--- config.mk ---
export PLATFORM = sky130hd
export DESIGN_NAME = rs_issue_pool
export DESIGN_NICKNAME = d
export VERILOG_FILES = /design/src/rtl/rs_issue_pool_pkg.sv /design/src/rtl/rs_slot.sv /design/src/rtl/rs_issue_pool.sv
export SDC_FILE = /design/constraint.sdc
export NUM_CORES = 1
export LEC_CHECK = 0
export BUFFER_PORTS_ARGS = -buffer_cell sky130_fd_sc_hd__buf_4
export CORE_ASPECT_RATIO = 2
export CORE_MARGIN = 4
export CORE_UTILIZATION = 33
export DETAILED_ROUTE_END_ITERATION = 12
export PLACE_DENSITY_LB_ADDON = 0.1
export SLEW_MARGIN = 10
export SYNTH_ARGS = -nofsm -noshare
export SYNTH_HDL_FRONTEND = slang
export SYNTH_SLANG_ARGS = --single-unit
--- constraint.sdc ---
create_clock -name clk -period 2.3 [get_ports clk]
set_input_delay 0.345 -clock clk [delete_from_list [all_inputs] [get_ports clk]]
set_output_delay 0.345 -clock clk [all_outputs]
set_load 0.005 [all_outputs]
--- src/rtl/rs_issue_pool_pkg.sv ---
// Shared defaults for the reservation-station issue pool and the position
// of the memory-request flag inside a uop.
package rs_issue_pool_pkg;
   localparam int DEF_NUM_RS   = 4;
   localparam int DEF_MAX_UOPS = 3;
   localparam int DEF_UOP_W    = 20;
   localparam int DEF_DATA_W   = 16;

   // The memory-request flag is always the uop MSB.
   localparam int MEM_FLAG_POS = DEF_UOP_W - 1;

   function automatic int mem_flag_pos(input int uop_w);
      return uop_w - 1;
   endfunction
endpackage

--- src/rtl/rs_slot.sv ---
// One reservation station: shift-out uop FIFO with head at the LSBs,
// remaining-uop count and a temp register.
module rs_slot
   import rs_issue_pool_pkg::*;
#(
   parameter  int MAX_UOPS = DEF_MAX_UOPS,
   parameter  int UOP_W    = DEF_UOP_W,
   parameter  int DATA_W   = DEF_DATA_W,
   localparam int CNT_W    = $clog2(MAX_UOPS + 1)
) (
   input  logic                      clk,
   input  logic                      a_rst,
   input  logic                      load,
   input  logic [MAX_UOPS*UOP_W-1:0] load_uops,
   input  logic [CNT_W-1:0]          load_cnt,
   input  logic [DATA_W-1:0]         load_temp,
   input  logic                      pop,
   input  logic                      temp_wr,
   input  logic [DATA_W-1:0]         temp_wr_data,
   output logic [CNT_W-1:0]          count,
   output logic [UOP_W-1:0]          head,
   output logic [DATA_W-1:0]         temp
);
   logic [MAX_UOPS*UOP_W-1:0] uops_q, uops_d;
   logic [CNT_W-1:0]          cnt_q, cnt_d;
   logic [DATA_W-1:0]         temp_q, temp_d;

   always_comb begin
      uops_d = uops_q;
      cnt_d  = cnt_q;
      temp_d = temp_q;
      if (load) begin
         uops_d = load_uops;
         cnt_d  = load_cnt;
      end else if (pop) begin
         uops_d = uops_q >> UOP_W;
         cnt_d  = cnt_q - CNT_W'(1);
      end
      // A new group's constant overrides a same-cycle memory response.
      if (load)
         temp_d = load_temp;
      else if (temp_wr)
         temp_d = temp_wr_data;
   end

   always_ff @(posedge clk) begin
      if (a_rst) begin
         uops_q <= '0;
         cnt_q  <= '0;
         temp_q <= '0;
      end else begin
         uops_q <= uops_d;
         cnt_q  <= cnt_d;
         temp_q <= temp_d;
      end
   end

   assign count = cnt_q;
   assign head  = uops_q[UOP_W-1:0];
   assign temp  = temp_q;
endmodule

--- src/rtl/rs_issue_pool.sv ---
// Reservation-station pool: dispatches decoded uop groups into free stations
// and issues one uop per cycle round-robin, stalling memory uops while busy.
module rs_issue_pool
   import rs_issue_pool_pkg::*;
#(
   parameter  int NUM_RS   = DEF_NUM_RS,
   parameter  int MAX_UOPS = DEF_MAX_UOPS,
   parameter  int UOP_W    = DEF_UOP_W,
   parameter  int DATA_W   = DEF_DATA_W,
   localparam int CNT_W    = $clog2(MAX_UOPS + 1),
   localparam int TAG_W    = $clog2(NUM_RS)
) (
   input  logic                      clk,
   input  logic                      a_rst,
   input  logic                      hold,
   input  logic                      id_valid,
   output logic                      id_ready,
   input  logic [MAX_UOPS*UOP_W-1:0] id_uops,
   input  logic [CNT_W-1:0]          id_uop_cnt,
   input  logic [DATA_W-1:0]         id_k16,
   input  logic                      mem_data_wr,
   input  logic [TAG_W-1:0]          mem_data_tag,
   input  logic [DATA_W-1:0]         mem_data_in,
   output logic                      ex_valid,
   output logic [UOP_W-1:0]          ex_uop,
   output logic [TAG_W-1:0]          ex_rs_id,
   output logic [DATA_W-1:0]         ex_t16,
   output logic                      ex_last,
   output logic                      mem_busy
);
   localparam int                MEM_BIT = mem_flag_pos(UOP_W);
   localparam logic [CNT_W-1:0]  MAX_CNT = CNT_W'(MAX_UOPS);
   localparam logic [CNT_W-1:0]  ONE_CNT = CNT_W'(1);
   localparam logic [TAG_W-1:0]  LAST_RS = TAG_W'(NUM_RS - 1);
   localparam logic [NUM_RS-1:0] ONE_RS  = NUM_RS'(1);

   logic [NUM_RS-1:0] empty, elig, is_last, load, pop, temp_wr;
   logic [CNT_W-1:0]  cnt  [NUM_RS];
   logic [UOP_W-1:0]  head [NUM_RS];
   logic [DATA_W-1:0] temp [NUM_RS];

   logic [NUM_RS-1:0] disp_oh, gnt_oh, elig_hi, rr_mask;
   logic              cnt_ok, disp_fire, issue, gnt_last;
   logic [TAG_W-1:0]  gnt_idx;
   logic [UOP_W-1:0]  gnt_uop;
   logic [DATA_W-1:0] gnt_temp;

   logic [TAG_W-1:0][NUM_RS-1:0]  idx_t;
   logic [UOP_W-1:0][NUM_RS-1:0]  uop_t;
   logic [DATA_W-1:0][NUM_RS-1:0] tmp_t;

   logic [TAG_W-1:0]  rr_q, rr_d;
   logic              mem_busy_q, mem_busy_d;
   logic              ex_valid_q, ex_valid_d;
   logic [UOP_W-1:0]  ex_uop_q, ex_uop_d;
   logic [TAG_W-1:0]  ex_rs_id_q, ex_rs_id_d;
   logic [DATA_W-1:0] ex_t16_q, ex_t16_d;
   logic              ex_last_q, ex_last_d;

   for (genvar g = 0; g < NUM_RS; g++) begin : g_rs
      rs_slot #(
         .MAX_UOPS (MAX_UOPS),
         .UOP_W    (UOP_W),
         .DATA_W   (DATA_W)
      ) u_slot (
         .clk          (clk),
         .a_rst        (a_rst),
         .load         (load[g]),
         .load_uops    (id_uops),
         .load_cnt     (id_uop_cnt),
         .load_temp    (id_k16),
         .pop          (pop[g]),
         .temp_wr      (temp_wr[g]),
         .temp_wr_data (mem_data_in),
         .count        (cnt[g]),
         .head         (head[g]),
         .temp         (temp[g])
      );

      assign empty[g]   = (cnt[g] == '0);
      assign is_last[g] = (cnt[g] == ONE_CNT);
      assign elig[g]    = !empty[g] && !(head[g][MEM_BIT] && mem_busy_q);
      assign temp_wr[g] = mem_data_wr && (mem_data_tag == TAG_W'(g));

      // One-hot grant muxes, built bit-sliced so no variable indexing is needed.
      for (genvar b = 0; b < TAG_W; b++) begin : g_idx
         assign idx_t[b][g] = gnt_oh[g] && (((g >> b) & 1) != 0);
      end
      for (genvar b = 0; b < UOP_W; b++) begin : g_uop
         assign uop_t[b][g] = gnt_oh[g] & head[g][b];
      end
      for (genvar b = 0; b < DATA_W; b++) begin : g_tmp
         assign tmp_t[b][g] = gnt_oh[g] & temp[g][b];
      end
   end

   for (genvar b = 0; b < TAG_W; b++) begin : g_idx_or
      assign gnt_idx[b] = |idx_t[b];
   end
   for (genvar b = 0; b < UOP_W; b++) begin : g_uop_or
      assign gnt_uop[b] = |uop_t[b];
   end
   for (genvar b = 0; b < DATA_W; b++) begin : g_tmp_or
      assign gnt_temp[b] = |tmp_t[b];
   end

   assign id_ready = |empty;
   assign gnt_last = |(gnt_oh & is_last);

   always_comb begin
      cnt_ok    = (id_uop_cnt != '0) && (id_uop_cnt <= MAX_CNT);
      disp_fire = id_valid && id_ready && cnt_ok;
      disp_oh   = empty & (~empty + ONE_RS);
      load      = disp_fire ? disp_oh : '0;
      // rr_q is the first index searched; wrap to the low half if nothing above it.
      rr_mask   = ~((ONE_RS << rr_q) - ONE_RS);
      elig_hi   = elig & rr_mask;
      gnt_oh    = (elig_hi != '0) ? (elig_hi & (~elig_hi + ONE_RS))
                                  : (elig & (~elig + ONE_RS));
      issue     = !hold && (elig != '0);
      pop       = issue ? gnt_oh : '0;
   end

   always_comb begin
      rr_d       = rr_q;
      mem_busy_d = mem_busy_q;
      ex_valid_d = ex_valid_q;
      ex_uop_d   = ex_uop_q;
      ex_rs_id_d = ex_rs_id_q;
      ex_t16_d   = ex_t16_q;
      ex_last_d  = ex_last_q;
      if (!hold)
         ex_valid_d = issue;
      if (issue) begin
         ex_uop_d   = gnt_uop;
         ex_rs_id_d = gnt_idx;
         ex_t16_d   = gnt_temp;
         ex_last_d  = gnt_last;
         rr_d       = (gnt_idx == LAST_RS) ? '0 : gnt_idx + TAG_W'(1);
      end
      if (issue && gnt_uop[MEM_BIT])
         mem_busy_d = 1'b1;
      else if (mem_data_wr)
         mem_busy_d = 1'b0;
   end

   always_ff @(posedge clk) begin
      if (a_rst) begin
         rr_q       <= '0;
         mem_busy_q <= 1'b0;
         ex_valid_q <= 1'b0;
         ex_uop_q   <= '0;
         ex_rs_id_q <= '0;
         ex_t16_q   <= '0;
         ex_last_q  <= 1'b0;
      end else begin
         rr_q       <= rr_d;
         mem_busy_q <= mem_busy_d;
         ex_valid_q <= ex_valid_d;
         ex_uop_q   <= ex_uop_d;
         ex_rs_id_q <= ex_rs_id_d;
         ex_t16_q   <= ex_t16_d;
         ex_last_q  <= ex_last_d;
      end
   end

   assign mem_busy = mem_busy_q;
   assign ex_valid = ex_valid_q;
   assign ex_uop   = ex_uop_q;
   assign ex_rs_id = ex_rs_id_q;
   assign ex_t16   = ex_t16_q;
   assign ex_last  = ex_last_q;
endmodule
Yosys cells after proc, flatten, opt, wreduce, memory -nomap -nowiden
Cells that the tools add are included.
{"block": "word_totals", "regBits": 355, "wordCells": 304, "output_inout_bits": 42, "inputBits": 101}
{"block": "classes", "n_eq_ne": 8, "addsub": 9, "n_reduce_logical": 83, "order_cmp": 1, "shift": 1, "bitwise": 153, "muxes": 30}
{"operator": "60-bit two-way mux", "n": 8}
{"operator": "4-bit OR reduction", "n": 38}
{"operator": "1-bit bitwise AND", "n": 144}
{"operator": "16-bit two-way mux", "n": 8}
{"operator": "4-bit bitwise AND", "n": 5}
{"operator": "2-bit nonzero test", "n": 10}
{"operator": "2-bit two-way mux", "n": 9}
{"operator": "1-bit logical AND", "n": 17}
{"operator": "4-bit NOT", "n": 4}
{"operator": "4-bit by 1-bit adder with 4-bit output (second input constant)", "n": 3}
{"operator": "4-bit two-way mux", "n": 3}
{"operator": "2-bit by 1-bit == test with 1-bit output (second input constant)", "n": 5}
{"operator": "2-bit zero test", "n": 5}
{"operator": "1-bit zero test", "n": 9}
{"operator": "4-bit nonzero test", "n": 2}
{"operator": "2-bit by 1-bit subtractor with 2-bit output (second input constant)", "n": 4}
{"operator": "2-bit == test (second input constant)", "n": 3}
{"operator": "2-bit OR reduction", "n": 2}
{"operator": "1-bit by 2-bit << shifter with 4-bit output (first input constant)", "n": 1}
{"operator": "4-bit by 1-bit subtractor with 4-bit output (second input constant)", "n": 1}
{"operator": "2-bit by 1-bit adder with 2-bit output (second input constant)", "n": 1}
{"operator": "2-bit less-or-equal comparator (second input constant)", "n": 1}
{"operator": "1-bit two-way mux", "n": 2}

Depth between registers and ports, before layout
Gate-level depths: netlist (run 1).
{"block": "depth", "ltp_word": 12, "mapped_depth": 11, "ltp_nobuf": 7}

Cells and area by module
A second synthesis (run 1) with hierarchy kept.
{"block": "unflattened", "cells_unflattened": 1823, "hier_area_um2": 17769.5}
{"module": "rs_slot", "n_inst": 4, "cells_per_inst": 370, "seq_area_each_um2": 1561.5, "area_each_um2": 3661.0}
{"module": "rs_issue_pool", "n_inst": 1, "cells_per_inst": 343, "seq_area_each_um2": 860.8, "area_each_um2": 3125.5}

Least setup slack after synthesis (run 1)
No wires, ideal clock.
{"block": "synth_timing", "path_type": "reg-to-reg", "start": "reg g_rs[2].u_slot.cnt_q[0]", "end": "reg ex_uop_q[0] (netlist: ex_uop[0])", "arrival_ps": 2020, "path_buffers": 3, "setup_ps": 134, "setup_slack_ps": 146, "required_time_ps": 2166, "period_less_slack_ps": 2154, "path_stages_with_launch": 11, "path_cell_list": "dfxtp_1 > inv_1 > ha_1 > buf_2 > a211o_1 > a21boi_2 > and3_1 > buf_4 > buf_4 > a221oi_2 > a211oi_1"}
{"block": "synth_via", "elab_chain_cells": 10, "word_cells_on_any_way": 19, "classes_between": "2 x add/sub; 1 x mux; 9 x bitwise; 7 x reduce/logical"}
{"element": "from (decl)", "line": "rs_slot.sv:25", "source": "logic [CNT_W-1:0] cnt_q, cnt_d;"}
{"element": "from (signal assigned)", "line": "rs_slot.sv:53", "source": "cnt_q <= cnt_d;"}
{"element": "2-bit zero test (*)", "line": "rs_issue_pool.sv:80", "source": "assign empty[g] = (cnt[g] == '0);"}
{"element": "1-bit zero test (*)", "line": "rs_issue_pool.sv:82", "source": "assign elig[g] = !empty[g] && !(head[g][MEM_BIT] && mem_busy_q);"}
{"element": "1-bit logical AND (*)", "line": "rs_issue_pool.sv:82"}
{"element": "4-bit bitwise AND", "line": "rs_issue_pool.sv:117", "source": "elig_hi = elig & rr_mask;"}
{"element": "4-bit NOT", "line": "rs_issue_pool.sv:118", "source": "gnt_oh = (elig_hi != '0) ? (elig_hi & (~elig_hi + ONE_RS))"}
{"element": "4-bit by 1-bit adder with 4-bit output", "line": "rs_issue_pool.sv:118"}
{"element": "4-bit bitwise AND", "line": "rs_issue_pool.sv:118"}
{"element": "4-bit two-way mux", "line": "rs_issue_pool.sv:118"}
{"element": "1-bit bitwise AND", "line": "rs_issue_pool.sv:90", "source": "assign uop_t[b][g] = gnt_oh[g] & head[g][b];"}
{"element": "4-bit OR reduction", "line": "rs_issue_pool.sv:101", "source": "assign gnt_uop[b] = |uop_t[b];"}
{"element": "to (signal assigned)", "line": "rs_issue_pool.sv:160", "source": "ex_uop_q <= ex_uop_d;"}
{"element": "to (decl)", "line": "rs_issue_pool.sv:55", "source": "logic [UOP_W-1:0] ex_uop_q, ex_uop_d;"}
Mark *: on every way between the ends. The rest lies on a longest branch, timed or not.
A chain may end at the register's enable or synchronous reset.

Worst setup path in the final report (run 1)
{"block": "layout_timing", "start": "reg g_rs[1].u_slot.cnt_q[0]", "end": "reg g_rs[3].u_slot.uops_q[30]"}
{"block": "layout_via", "elab_chain_cells": 10, "word_cells_on_any_way": 24, "classes_between": "3 x add/sub; 4 x mux; 7 x bitwise; 10 x reduce/logical"}
{"element": "from (decl)", "line": "rs_slot.sv:25"}
{"element": "from (signal assigned)", "line": "rs_slot.sv:53"}
{"element": "2-bit zero test (*)", "line": "rs_issue_pool.sv:80"}
{"element": "1-bit zero test", "line": "rs_issue_pool.sv:82"}
{"element": "1-bit logical AND", "line": "rs_issue_pool.sv:82"}
{"element": "4-bit bitwise AND", "line": "rs_issue_pool.sv:117"}
{"element": "4-bit NOT", "line": "rs_issue_pool.sv:118"}
{"element": "4-bit by 1-bit adder with 4-bit output", "line": "rs_issue_pool.sv:118"}
{"element": "4-bit bitwise AND", "line": "rs_issue_pool.sv:118"}
{"element": "4-bit two-way mux", "line": "rs_issue_pool.sv:118"}
{"element": "4-bit two-way mux", "line": "rs_issue_pool.sv:121", "source": "pop = issue ? gnt_oh : '0;"}
{"element": "2-bit nonzero test (no source line)"}
{"element": "to (signal assigned)", "line": "rs_slot.sv:52", "source": "uops_q <= uops_d;"}
{"element": "to (decl)", "line": "rs_slot.sv:24", "source": "logic [MAX_UOPS*UOP_W-1:0] uops_q, uops_d;"}
Marked as above.

==> impl_metrics.toml, run 1 <==
[yosys]
async_flop_share_pct = 0
ys_warn_count = 0
synth.distinct_cells = 62
synth_ff_type = "dfxtp_1"
netlist_instances = 1846
syn-num-nets = 1955
synth_edf_count = 0
syn_area_per_cell_sq_um = 8.594
synth.yosys.seq_area_share_pct = 44.80
synth_seq_cells = 355
syn-cell-area_sq_um = 15860

[clock_tree]
hold_buffers = 0
clock_latency_ns = 0.54
cts_tree = "done"
cts.path.max_buffers = 3
numCtsBuffers = 36
clock_sinks = 355
h-tree-depth = 2
cts.clk_slew.worst_paths_ns = 0.07
cts_root_buffer = "clkbuf_16"

[setup_path]
cp-start-kind = "flop"
crit_type = "flop to flop"
crit_path_max_incr_delay_ns = 0.33
cp_cell_sequence = "inv_2 -> ha_4 -> a21o_1 -> buf_6 -> a41oi_4 -> nand4_1 -> buf_4 -> clkbuf_16 -> buf_4 -> mux2i_1 -> o21ai_0"
cp.arrival_ns = 2.64
critPathSlowestCell = "dfxtp_2"
end_kind = "flop"
crit_top_cell = "buf_4"
path_max_fanout = 6
cp.required_ns = 2.72

[final_layout]
fillCellCount = 4841
multiInputGateArea_sq_um = 8084
final_common_cell = "nand2_1"
regArea_sq_um = 7111
fin_area_sq_um = 19640
area_delta_synth_final_pct = 23.80
final_net_count = 2057
drive_gt1_share_pct = 19.17
diodes = 0
most-common-layout-cells = "nand2_1, dfxtp_1, buf_4"

[pwr]
p_leak_nw = 7.406
peakVddDrop_mv = 0.7550
p_total_mw = 26.26
powerDensity_nw_per_um2 = 1337

[floorplan]
row_count = 113
start_util_pct = 33.39
die_h_um = 318.1
io_pins = 143
fp.dieArea_sq_um = 51860
chipWidth_um = 163.0
core_sq_um = 47510

[timing]
rsz0062_at_grt = "true"
fmax_mhz = 450.1
worst_slew_pin_slew_ns = 0.5779
hold_violations = 0
fin_crit_sh_pct = 96.60
slew_violations = 0
slew_headroom_pct = 61.48
setup_viol = 0
setup_tns_ns = 0
fin_worst_skew_ns = 0.01795
period_minus_slack_ns = 2.222

[detailed_routing]
wl_um = 57350
vias = 14380
wl_per_cell_um = 22.02
vias_per_cell = 5.521
ant_nets = 0
firstDrtPassIters = 5
drtIter0Drc = 1245
drc = 0

[placed_design]
portBuffers = 142
placed_area_sq_um = 18160
dp_hpwl_um = 36980
gp_congestion = 0.8227

[global_routing]
grt_pass1_wl_um = 86710
antenna_found_initial = 0
grt_remaining_overflow = 0
grt_usage_pct = 21.15
grt_max_degree = 115
grt_pass1_vias = 13920

[min_path]
hold_class = "input port to flop"

[status]
outcome = "completed"

[flow_run]
maxCapViolCount = 0
## registers in the layout, summed over array words and instances (netlist names)
signal              cells
g_rs.u_slot.uops_q    240
g_rs.u_slot.temp       64
ex_uop                 20
ex_t16                 16
g_rs.u_slot.count       8
ex_rs_id                2
rr_q                    2
ex_last                 1
ex_valid                1
mem_busy                1
## worst paths after layout
path | from | endpoint | slack (ns) | depth (start not counted)
setup / recovery | g_rs[1].u_slot.count[0] | g_rs[3].u_slot.uops_q[30] | 0.08 | 11
setup reg to reg | g_rs[1].u_slot.count[0] | g_rs[3].u_slot.uops_q[30] | 0.08 | 11
hold reg to reg | g_rs[1].u_slot.uops_q[41] | g_rs[1].u_slot.uops_q[41] | 0.47 | 2
hold / removal | id_uops[39] | g_rs[3].u_slot.uops_q[39] | 0.04 | 3
## critical path: cells and delay by family, from the launching register on
kind | cells | cell delay (ns)
flops | 1 | 0.33
compound gates | 3 | 0.56
fa+ha+maj | 1 | 0.18
buf+inv | 5 | 0.69
simple gates | 1 | 0.22
mux | 1 | 0.12
## stage by stage
stage / hold WS [ns] / setup slack [ns] / instances / utilization (%)
global route: 0.04352 / -0.02253 / 2604 / 41.34
global placement: 0.4534 / 0.0007421 / 2530 / 38.22
floorplan: 0.4472 / 0.1458 / 1846 / -
CTS: 0.02136 / 0.008856 / 2596 / 40.78
detailed placement: 0.4542 / -0.04796 / 2530 / 38.22
finish: 0.04499 / 0.07821 / 2604 / 41.34
## synth_stat cells (all sizes together), types with 4 or more instances
cell,count,area [sq um]
a211oi,145,1106
a21o,4,30.03
a21oi,85,429.2
a221oi,37,523.0
a22oi,37,282.8
a311oi,122,1069
buf,78,465.5
clkbuf,110,414.1
dfxtp,355,7107
ha,8,100.1
inv,12,45.04
mux2i,105,1051
nand2,368,1381
nand3,63,315.3
nand4,5,37.53
nor2,198,745.7
nor3,6,30.03
o211ai,22,170.2
o21ai,46,230.2
## kinds of logic (layout without fill, tap and decap cells)
| group | Yosys count | count (layout) | synth area share, % |
|---|---|---|---|
| flip-flops | 355 | 355 | 44.80 |
| multiplexers | 106 | 106 | 6.696 |
| AO/OA/AOI/OAI | 515 | 515 | 25.21 |
| XOR/XNOR | 2 | 2 | 0.1104 |
| buffers and inverters | 200 | 326 | 5.828 |
| AND/OR/NAND/NOR | 660 | 660 | 16.73 |
| adder cells (fa/ha/maj) | 8 | 8 | 0.6310 |
## where the power goes
| part | switching [mW] | internal (mW) |
|---|---|---|
| logic | 7.12 | 4.95 |
| registers | 0.845 | 7.53 |
| clock network | 2.54 | 3.28 |
## repair_timing
item,4_1_cts,5_1_grt
gates cloned,1,3
buffers inserted,3,5
gates resized for setup,8,29
setup endpoints to repair,43,172
pin swaps,3,7
## metal layers
layer  GRT usage, %  vias to the layer above  share of wire, %
li1               -                     6896                 -
met1          27.74                     6934                43
met2          36.77                      474                50
met3          2.370                       72               4.8
met4          5.616                        0               2.2
met5              0                        -                 0
## layout make-up
class / count / share of cell area [%]
repair buffers: 252 / 12.61
well taps: 632 / 4.027
inverters: 12 / 0.2294
multi-input cells: 1291 / 41.16
flip-flops and latches: 355 / 36.21
clock inverters: 8 / 0.4269
clock buffers: 54 / 5.339
(Power assumes the default switching activity.)
==> inputs of run 2 (changes only) <==
CORE_MARGIN = unset   (was 4)
CORE_UTILIZATION = 59   (was 33)
==> impl_metrics.toml, run 2 (synthesized netlist as in run 1, its figures left out) <==
[detailed_routing]
drc = 0
ant_nets = 0
vias = 14490
vias_per_cell = 6.342
drtIter0Drc = 1445
wl_um = 46320
wl_per_cell_um = 20.27
firstDrtPassIters = 6

[global_routing]
use_met1_pct = 41.82
grt_pass1_vias = 13480
grt-busiest-layer = "met2"
met2_usage_pct = 57.48
grt_remaining_overflow = 0
grt_pass1_wl_um = 73360
grt_max_degree = 118
antenna_found_initial = 0
grt_usage_pct = 32.97
grt.met3_usage_pct = 2.797

[placed_design]
dp_hpwl_um = 30750
preCtsSetupSlack_ns = -0.05087
placed_area_sq_um = 17670
gp_congestion = 0.9258
portBuffers = 142

[final_layout]
area_delta_synth_final_pct = 18.10
drive_gt1_share_pct = 17.16
regMostFlops = "g_rs.u_slot.uops_q"
final_net_count = 2033
diodes = 0
fin_area_sq_um = 18740
most-common-layout-cells = "nand2_1, dfxtp_1, nor2_1"
largest_reg_flops = 240
fillCellCount = 2153
final_common_cell = "nand2_1"

[pwr]
powerDensity_nw_per_um2 = 1280
p_leak_nw = 7.162
peakVddDrop_mv = 0.9094
p_total_mw = 23.99

[clock_tree]
clock_sinks = 355
cts_root_buffer = "clkbuf_16"
numCtsBuffers = 30
h-tree-depth = 1
cts_tree = "done"
clock_latency_ns = 0.56
cts.clk_slew.worst_paths_ns = 0.07
cts.path.max_buffers = 3

[timing]
setup_ws_ns = 0.09255
rsz0062_at_grt = "true"
worst_slew_pin_slew_ns = 0.6581
slew_violations = 0
fmax_mhz = 453.0
whs_ns = 0.01666
fin_worst_skew_ns = 0.008215
hold_violations = 0
slew_headroom_pct = 55.99
fin_crit_sh_pct = 95.98
setup_viol = 0
period_minus_slack_ns = 2.207

[floorplan]
io_pins = 143
chipWidth_um = 118.0
fp.dieArea_sq_um = 27590
core_sq_um = 26380
die_h_um = 233.9
row_count = 84
start_util_pct = 60.14

[setup_path]
critPathSlowestCell = "dfxtp_1"
cp.arrival_ns = 2.63
cp-start-kind = "flop"
crit_top_cell = "buf_4"
end_kind = "flop"
crit_type = "flop to flop"
crit_path_max_incr_delay_ns = 0.62
cp_cell_sequence = "a21oi_2 -> a221oi_4 -> buf_4 -> nand4_2 -> buf_12 -> buf_4 -> nand3_1 -> a21oi_1"
path_max_fanout = 41
cp.required_ns = 2.72

[flow_run]
maxCapViolCount = 0

[min_path]
hold_class = "input port to flop"

[status]
outcome = "completed"
## run 2: cell types whose count changed in the layout (fill, tap and decap cells not counted), moves of 3 or more
cell,delta
buf_4,-13
o21ai_1,+9
clkbuf_16,-8
o21ai_0,-8
clkbuf_8,-5
buf_12,-4
a221oi_4,-3
## run 2: final cells by class
type | instances | area (sq um) | area share [%]
Multi-Input combinational cell | 1291 | 7980 | 42.59
Tap cell | 344 | 430.4 | 2.297
Clock buffer | 42 | 847.1 | 4.521
Clock inverter | 7 | 85.08 | 0.4541
Timing Repair Buffer | 234 | 2240 | 11.95
Sequential cell | 355 | 7108 | 37.94
Inverter | 12 | 45.04 | 0.2404
## run 2: through the flow
stage | util, % | setup TNS (ns) | cells
after floorplan | - | 0 | 1846
after global placement | 67.00 | 0 | 2232
after detailed placement | 67.00 | -0.3921 | 2232
after CTS | 70.60 | 0 | 2282
after global routing | 71.02 | -0.01482 | 2285
final | 71.02 | 0 | 2285
## run 2: routing by layer
layer	part of all wire, %	vias up
li1	-	6849
met1	41	6953
met2	50	594
met3	6.1	95
met4	3.0	0
met5	0	-
## run 2: final timing paths
path	from	end	slack (ns)	depth (start not counted)
max	mem_busy	g_rs[2].u_slot.uops_q[53]	0.09	8
min	id_uops[32]	g_rs[3].u_slot.uops_q[32]	0.02	3
max reg2reg	mem_busy	g_rs[2].u_slot.uops_q[53]	0.09	8
min reg2reg	g_rs[3].u_slot.uops_q[53]	g_rs[3].u_slot.uops_q[53]	0.47	2
## run 2: worst max-delay path, delay by kind of cell, from the launching register on
| family | cells | cell delay [ns] |
|---|---|---|
| flip-flops | 1 | 0.62 |
| AO/OA/AOI/OAI | 3 | 0.60 |
| buffers and inverters | 3 | 0.58 |
| AND/OR/NAND/NOR | 2 | 0.22 |
## run 2: what timing repair did
action                                 CTS  global route
setup endpoints to repair               56           155
buffers inserted                         0             3
resized for setup                        3            23
endpoints found under the hold margin    1             0
pin swaps                                0             4
hold buffers                             1             0
## run 2: power breakdown
group	switching, mW	leakage (nW)	internal, mW	total, mW
clock network	2.22	0.461	2.77	4.99
registers	0.858	2.89	7.53	8.39
logic	6.33	3.81	4.29	10.6
total	9.41	7.16	14.6	24.0
